--- src/rtl/fifo_umbral.sv ---
// rtl/fifo_umbral.sv - single-clock FIFO with programmable almost-full/almost-empty thresholds and sticky error
module fifo_umbral #(
    parameter int DATA_WIDTH = 6,
    parameter int ADDR_WIDTH = 3
) (
    input  logic                  clk,
    input  logic                  reset,
    input  logic                  wr_enable,
    input  logic [DATA_WIDTH-1:0] data_in,
    input  logic                  rd_enable,
    input  logic [ADDR_WIDTH:0]   umbral_alto,
    input  logic [ADDR_WIDTH:0]   umbral_bajo,
    output logic [DATA_WIDTH-1:0] data_out,
    output logic                  valid_out,
    output logic                  fifo_empty,
    output logic                  fifo_full,
    output logic                  almost_full,
    output logic                  almost_empty,
    output logic                  fifo_error
);

    localparam int DEPTH = 2 ** ADDR_WIDTH;
    localparam logic [ADDR_WIDTH:0]   CNT_DEPTH = (ADDR_WIDTH + 1)'(DEPTH);
    localparam logic [ADDR_WIDTH:0]   CNT_ONE   = (ADDR_WIDTH + 1)'(1);
    localparam logic [ADDR_WIDTH-1:0] PTR_ONE   = ADDR_WIDTH'(1);

    logic [DATA_WIDTH-1:0] mem [DEPTH];
    logic [ADDR_WIDTH-1:0] wr_ptr;
    logic [ADDR_WIDTH-1:0] rd_ptr;
    logic [ADDR_WIDTH:0]   count;

    logic rd_accept;
    logic wr_accept;
    logic overflow;
    logic underflow;

    assign fifo_empty   = (count == '0);
    assign fifo_full    = (count == CNT_DEPTH);
    assign almost_full  = (count >= umbral_alto);
    assign almost_empty = (count <= umbral_bajo);

    // A full FIFO still takes a write when a pop frees the slot in the same edge.
    assign rd_accept = rd_enable && !fifo_empty;
    assign wr_accept = wr_enable && (!fifo_full || rd_accept);
    assign overflow  = wr_enable && fifo_full && !rd_accept;
    assign underflow = rd_enable && fifo_empty;

    // Storage has no reset; only the pointers define which entries are live.
    always_ff @(posedge clk) begin
        if (reset && wr_accept) begin
            mem[wr_ptr] <= data_in;
        end
    end

    always_ff @(posedge clk) begin
        if (!reset) begin
            wr_ptr     <= '0;
            rd_ptr     <= '0;
            count      <= '0;
            data_out   <= '0;
            valid_out  <= 1'b0;
            fifo_error <= 1'b0;
        end else begin
            if (wr_accept) begin
                wr_ptr <= wr_ptr + PTR_ONE;
            end
            if (rd_accept) begin
                rd_ptr   <= rd_ptr + PTR_ONE;
                data_out <= mem[rd_ptr];
            end
            valid_out <= rd_accept;
            case ({wr_accept, rd_accept})
                2'b10:   count <= count + CNT_ONE;
                2'b01:   count <= count - CNT_ONE;
                default: count <= count;
            endcase
            if (overflow || underflow) begin
                fifo_error <= 1'b1;
            end
        end
    end

endmodule

--- config.mk ---
export PLATFORM = sky130hd
export DESIGN_NAME = fifo_umbral
export DESIGN_NICKNAME = d
export VERILOG_FILES = /design/src/rtl/fifo_umbral.sv
export SDC_FILE = /design/constraint.sdc
export NUM_CORES = 1
export LEC_CHECK = 0
export BUFFER_PORTS_ARGS = -buffer_cell sky130_fd_sc_hd__buf_2
export CORE_MARGIN = 2
export CORE_UTILIZATION = 58
export CTS_BUF_LIST = sky130_fd_sc_hd__clkbuf_16
export CTS_CLUSTER_SIZE = 25
export DETAILED_ROUTE_END_ITERATION = 12
export PLACE_DENSITY = 0.79
export SKIP_CTS_REPAIR_TIMING = 1
export SLEW_MARGIN = 40
export SYNTH_ARGS = -nofsm -noshare
export SYNTH_HDL_FRONTEND = slang
export SYNTH_SLANG_ARGS = --single-unit
--- constraint.sdc ---
create_clock -name clk -period 2.13 [get_ports clk]
set_input_delay 0.426 -clock clk [delete_from_list [all_inputs] [get_ports clk]]
set_output_delay 0.426 -clock clk [all_outputs]
set_load 0.05 [all_outputs]
==> flow_summary_export.csv, run 1 <==
group,metric,value,unit
outcome,status,"completed",
worst_setup_path,cp_max_fo,9,
synthesis,ys_types,43,
route,drt-total-wl,5870,um
route,drt_iter0_markers,158,
synthesis,async_flop_share,0,
sta,slew_viol_final,0,
hold_path,worstHoldPathType,"input pin to flip-flop",
worst_setup_path,cp-start-kind,"flip-flop",
sta,finalCriticalPeriod,2.07,ns
sta,fmax,484,MHz
worst_setup_path,crit_end,"almost_empty",
synthesis,netlist.area_leader.share,0.491,
cts,cts.sinks,66,
pwr,leakage,1.36,nW
pwr,peakVddDrop,0.899,mV
floorplan,die_h,75.2,um
cts,tritoncts,"built",
pwr,power_density,1000,mW/mm2
floorplan,io_pins,30,
grt,grt_pass1_vias,1764,
sta,setup_violations,0,
layout,final_common_cell,"edfxtp_1",
synthesis,avgSynthCellArea,14.3,um2
pwr,fin_total_pwr,0.00361,W
layout,multi_input_area,0.00109,mm2
placement,gp_congestion,0.865,
worst_setup_path,endpoint_kind,"output pin",
grt,grt_overflow_total,0,
layout,n_antenna_cell,0,
cts,clockBufferDepth,2,
flow_run,drv_cap,0,
cts,clk_transition_reported_paths,0.05,ns
worst_setup_path,path_depth,6,
layout,nets,283,
sta,tightest_slew,0.662,ns
route,wl_per_cell,18.0,um
synthesis,ys_seq_elements,66,
route,viasPerCell,5.76,
sta,finalHoldViolCount,0,
synthesis,synth_warnings,0,
synthesis,yosys.area.top_type,"edfxtp_1",
worst_setup_path,reg2reg_depth,8,
worst_setup_path,rrSetupSlack,0.07,ns
worst_setup_path,critPathMaxStageDelay,0.36,ns
sta,slew_headroom,0.558,
layout,layout-drive-gt1-share,0.347,
grt,grt_usage,0.235,
floorplan,fp.dieW,75.2,um
worst_setup_path,rr_endpoint,"count[2]",
route,dr.pass1.iters,4,
sta,holdWs,0.390,ns
route,antenna_left,0,
cts,cts-root-buf,"clkbuf_16",
worst_setup_path,path_cells,"buf_6, ha_1, o21a_1, o21a_1, o21ai_2, buf_6",
worst_setup_path,worstSetupPathType,"flip-flop to output pin",
floorplan,rows,25,
synthesis,synth-main-ff-cell,"edfxtp_1",
grt,grt_pass1_wl,9230,um
worst_setup_path,cp.required,1.70,ns
synthesis,synth_edf_count,48,
synthesis,synth_nets,235,
placement,portBuffers,29,
placement,dp_hpwl,3880,um
synthesis,ys_seq_area_frac,0.613,
grt,antenna_found_initial,0,
worst_setup_path,startpoint,"count[2]",
route,drc,0,
sta,period_share,0.971,
cts,clk_latency,0.32,ns
floorplan,core_region_area,0.00482,mm2
layout,fill_cells,318,
worst_setup_path,path_buf_inv,2,
synthesis,synthTopCellsByArea,"edfxtp_1 49%, dfxtp_1 12%, mux4_2 9.2%, ha_1 4.7%, nor3_1 1.9%",
worst_setup_path,reg2reg_from,"count[1]",
placement,dp_slack,-0.141,ns
worst_setup_path,slowest_stage,"dfxtp_1",
synthesis,syn-cell-area,0.00294,mm2
synthesis,syn_inst,206,
cts,cts_buffers,9,
grt,grt_max_degree,15,
sta,finClkSkew,0.00571,ns
layout,final_cell_mix,"48 x edfxtp_1, 27 x buf_2, 18 x buf_4",
floorplan,initial_utilization,0.610,
sta,setup_ws,0.0628,ns
floorplan,die_area,0.00565,mm2
layout,regArea,0.00181,mm2
cts,htree_num_levels,3,
layout,synthToLayoutAreaGrowth,22.7,%
worst_setup_path,path_delay_family,"compound AO/OA/AOI/OAI gates",
route,num_vias,1878,
worst_setup_path,cp_data_arrival_time,1.64,ns
[cell families after synthesis]
group	count (synthesis)	synth area share
AOI/OAI and AO/OA	39	0.0954
xor gates and xnor gates	4	0.0119
adders and majority gates	11	0.0468
buffers and inverters	19	0.0383
DFF	66	0.613
muxes	15	0.103
and+or+nand+nor	52	0.0916
[worst min-delay path by stage]
stage                           from  depth (start not counted)         end  slack (ns)
after floorplan            wr_ptr[1]                          2   wr_ptr[1]        0.47
after global placement    fifo_error                          1  fifo_error        0.44
after detailed placement  fifo_error                          1  fifo_error        0.45
after CTS                 data_in[5]                          1   mem[0][5]        0.38
after global routing      data_in[4]                          1   mem[6][4]        0.38
final                     data_in[4]                          1   mem[6][4]        0.39
[cells in the mapped netlist (3+ instances only)]
master    count
a21o_1        4
a21oi_1       3
buf_4         4
buf_6         3
clkbuf_1      3
dfxtp_1      18
edfxtp_1     48
ha_1         11
inv_1         8
mux4_2       12
nand2_1       8
nand2b_1      6
nor2_1       14
nor2b_1       3
nor3_1       11
o21a_1        3
o21ai_0       8
o22ai_1       7
xnor2_1       3
[sequential cells by signal (all words and copies together), names as in the netlist]
register / count
mem: 48
data_out: 6
count: 4
rd_ptr: 3
wr_ptr: 3
fifo_error: 1
valid_out: 1
[worst reg2reg max path, cell delays in order (launching register included)]
cell	delay (ns)
dfxtp_4	0.36
buf_4	0.18
nor4_4	0.33
nor3_1	0.10
a21o_1	0.19
ha_4	0.16
nor4_1	0.39
nor4_1	0.09
nor3_1	0.18
[report_power, final]
part	switching, W	internal, W
registers	0.0000446	0.00144
logic	0.000435	0.000305
clock network	0.000498	0.000889
total	0.000977	0.00264
[through the flow]
stage	cells	cell area [um2]	setup TNS, ns	utilization
global route	326	3600	-0.0140	0.748
CTS	322	3510	-0.324	0.728
detailed placement	306	3220	-1.37	0.668
finish	326	3600	0	0.748
floorplan	206	2960	-0.289	-
global placement	306	3210	-0.0477	0.667
[layout make-up]
cell class | count | area share
Clock buffer | 9 | 0.0625
Timing Repair Buffer | 48 | 0.0844
Multi-Input combinational cell | 121 | 0.303
Sequential cell | 66 | 0.501
Inverter | 8 | 0.00833
Tap cell | 67 | 0.0233
Clock inverter | 7 | 0.0170
[routing by layer]
| layer | routed length, um | up-vias | track usage |
|---|---|---|---|
| met5 | 0 | - | 0 |
| met4 | 60 | 0 | 0.0741 |
| met3 | 306 | 8 | 0.0830 |
| met2 | 3030 | 64 | 0.368 |
| met1 | 2480 | 917 | 0.311 |
| li1 | - | 889 | - |
No activity file was read; power rests on OpenSTA's default activity.
==> inputs of run 2 (changes only) <==
CORE_UTILIZATION = 45   (was 58)
PLACE_DENSITY = default   (was 0.79)
==> run 2 against run 1 <==
  * Critical path depth stayed put
  * Count of clock-buffer cells in the layout did not move
  * Power rose by 8.3%
  * Sequential power barely moved
  * Hold slack worse by 0.018 ns
  * Largest cell class unchanged
  * Highest routed layer unchanged
==> flow_summary_export.csv, run 2 (same netlist as run 1, synthesis figures left out) <==
group,metric,value,unit
grt,antenna_found_initial,0,
worst_setup_path,rrSetupSlack,0.22,ns
grt,grt.busiest_layer,"met2",
worst_setup_path,slowest_stage,"dfxtp_4",
pwr,peakVddDrop,0.908,mV
grt,grt_overflow_total,0,
grt,grt.met3_usage,0.0659,
grt,grt_max_degree,15,
worst_setup_path,startpoint,"count[1]",
layout,final_common_cell,"edfxtp_1",
sta,finalHoldViolCount,0,
cts,clk_transition_reported_paths,0.06,ns
hold_path,hold_depth,1,
cts,htree_num_levels,3,
worst_setup_path,path_cells,"ha_4, nor2b_1, o21a_1, o21a_1, o21ai_2, buf_6",
sta,rsz0062_at_grt,"true",
route,dr.pass1.iters,4,
worst_setup_path,path_buf_inv,1,
floorplan,die_h,84.8,um
layout,n_antenna_cell,0,
route,drt-total-wl,5390,um
sta,setup_ws,0.00924,ns
layout,layout-drive-gt1-share,0.371,
worst_setup_path,cp.required,1.70,ns
grt,grt_pass1_wl,8840,um
outcome,status,"completed",
grt,grt_pass1_vias,1747,
route,drt_iter0_markers,83,
worst_setup_path,cp_max_fo,6,
placement,gp_congestion,0.781,
worst_setup_path,reg2reg_depth,8,
grt,grt_usage,0.163,
placement,dp_hpwl,3780,um
worst_setup_path,cp_data_arrival_time,1.69,ns
hold_path,worstHoldPathType,"input pin to flip-flop",
floorplan,die_area,0.00719,mm2
sta,slew_viol_final,0,
grt,gr-usage-met2,0.245,
sta,tightest_slew,0.596,ns
cts,cts.sinks,66,
placement,dp_slack,0.0477,ns
layout,reg_top3,"mem (48), data_out (6), count (4)",
floorplan,initial_utilization,0.463,
cts,clockBufferDepth,2,
worst_setup_path,critPathMaxStageDelay,0.39,ns
sta,finClkSkew,0.00631,ns
cts,clk_latency,0.33,ns
placement,portBuffers,29,
route,wl_per_cell,15.8,um
worst_setup_path,worstSetupPathType,"flip-flop to output pin",
layout,nets,288,
route,drc,0,
layout,largest_reg_flops,48,
layout,final_cell_mix,"48 x edfxtp_1, 27 x buf_2, 24 x buf_4",
sta,period_share,0.996,
floorplan,rows,29,
floorplan,core_region_area,0.00635,mm2
placement,placed_area,0.00327,mm2
hold_path,hold-path-endpoint,"mem[2][2]",
route,num_vias,1811,
sta,slew_headroom,0.602,
pwr,power_density,1060,mW/mm2
worst_setup_path,reg2reg_from,"count[1]",
cts,tritoncts,"built",
pwr,fin_total_pwr,0.00391,W
grt,met1_usage,0.217,
worst_setup_path,cp-start-kind,"flip-flop",
cts,cts_buffers,9,
sta,finalCriticalPeriod,2.12,ns
layout,stdcell_area,0.00371,mm2
sta,fmax,472,MHz
worst_setup_path,endpoint_kind,"output pin",
route,antenna_left,0,
floorplan,fp.dieW,84.8,um
hold_path,hp-start,"data_in[2]",
layout,synthToLayoutAreaGrowth,26.2,%
sta,fin_tns_setup,0,ns
worst_setup_path,cpMostUsedCell,"o21a_1",
layout,top_register,"mem",
floorplan,io_pins,30,
cts,cts-root-buf,"clkbuf_16",
worst_setup_path,path_delay_family,"compound AO/OA/AOI/OAI gates",
worst_setup_path,rr_endpoint,"count[1]",
route,viasPerCell,5.31,
flow_run,drv_cap,0,
layout,final_core_utilization,0.584,
pwr,leakage,1.41,nW
sta,setup_violations,0,
run 2: cell count changes in the layout (fill, tap and decap cells not counted), sizes merged:
cell and change:
buf +5, bufinv +2, clkinv -2, clkinvlp -1, inv +1
run 2: how the worst max path moves through the flow:
stage,endpoint,slack [ns],cells past startpoint
floorplan,count[2],-0.15,8
global placement,almost_empty,0.08,8
detailed placement,almost_full,0.05,7
CTS,almost_empty,-0.23,5
global route,almost_empty,-0.06,6
finish,almost_empty,0.009,6
run 2: cell type report:
class / instances / area, um2
flip-flops and latches: 66 / 1810
multi-input cells: 121 / 1080
fillers: 490 / 2640
well taps: 77 / 96.3
clock inverters: 7 / 124
repair buffers: 53 / 338
clock buffers: 9 / 225
inverters: 8 / 30.0
run 2: power by group:
group	total, W	internal (W)	switching [W]
combinational	0.000723	0.000306	0.000417
clock	0.00170	0.00115	0.000547
sequential	0.00149	0.00144	0.0000503
total	0.00391	0.00290	0.00101
run 2: metal layers:
metal / vias to the layer above / wire length, um
met5: - / 0
met4: 0 / 66
met3: 6 / 244
met2: 35 / 2500
met1: 869 / 2570
li1: 901 / -
run 2: per-stage QoR:
step                      hold WS (ns)  std cells
after floorplan                  0.469        206
after global placement           0.448        322
after detailed placement         0.453        322
after CTS                        0.367        338
after global routing             0.381        341
final                            0.372        341
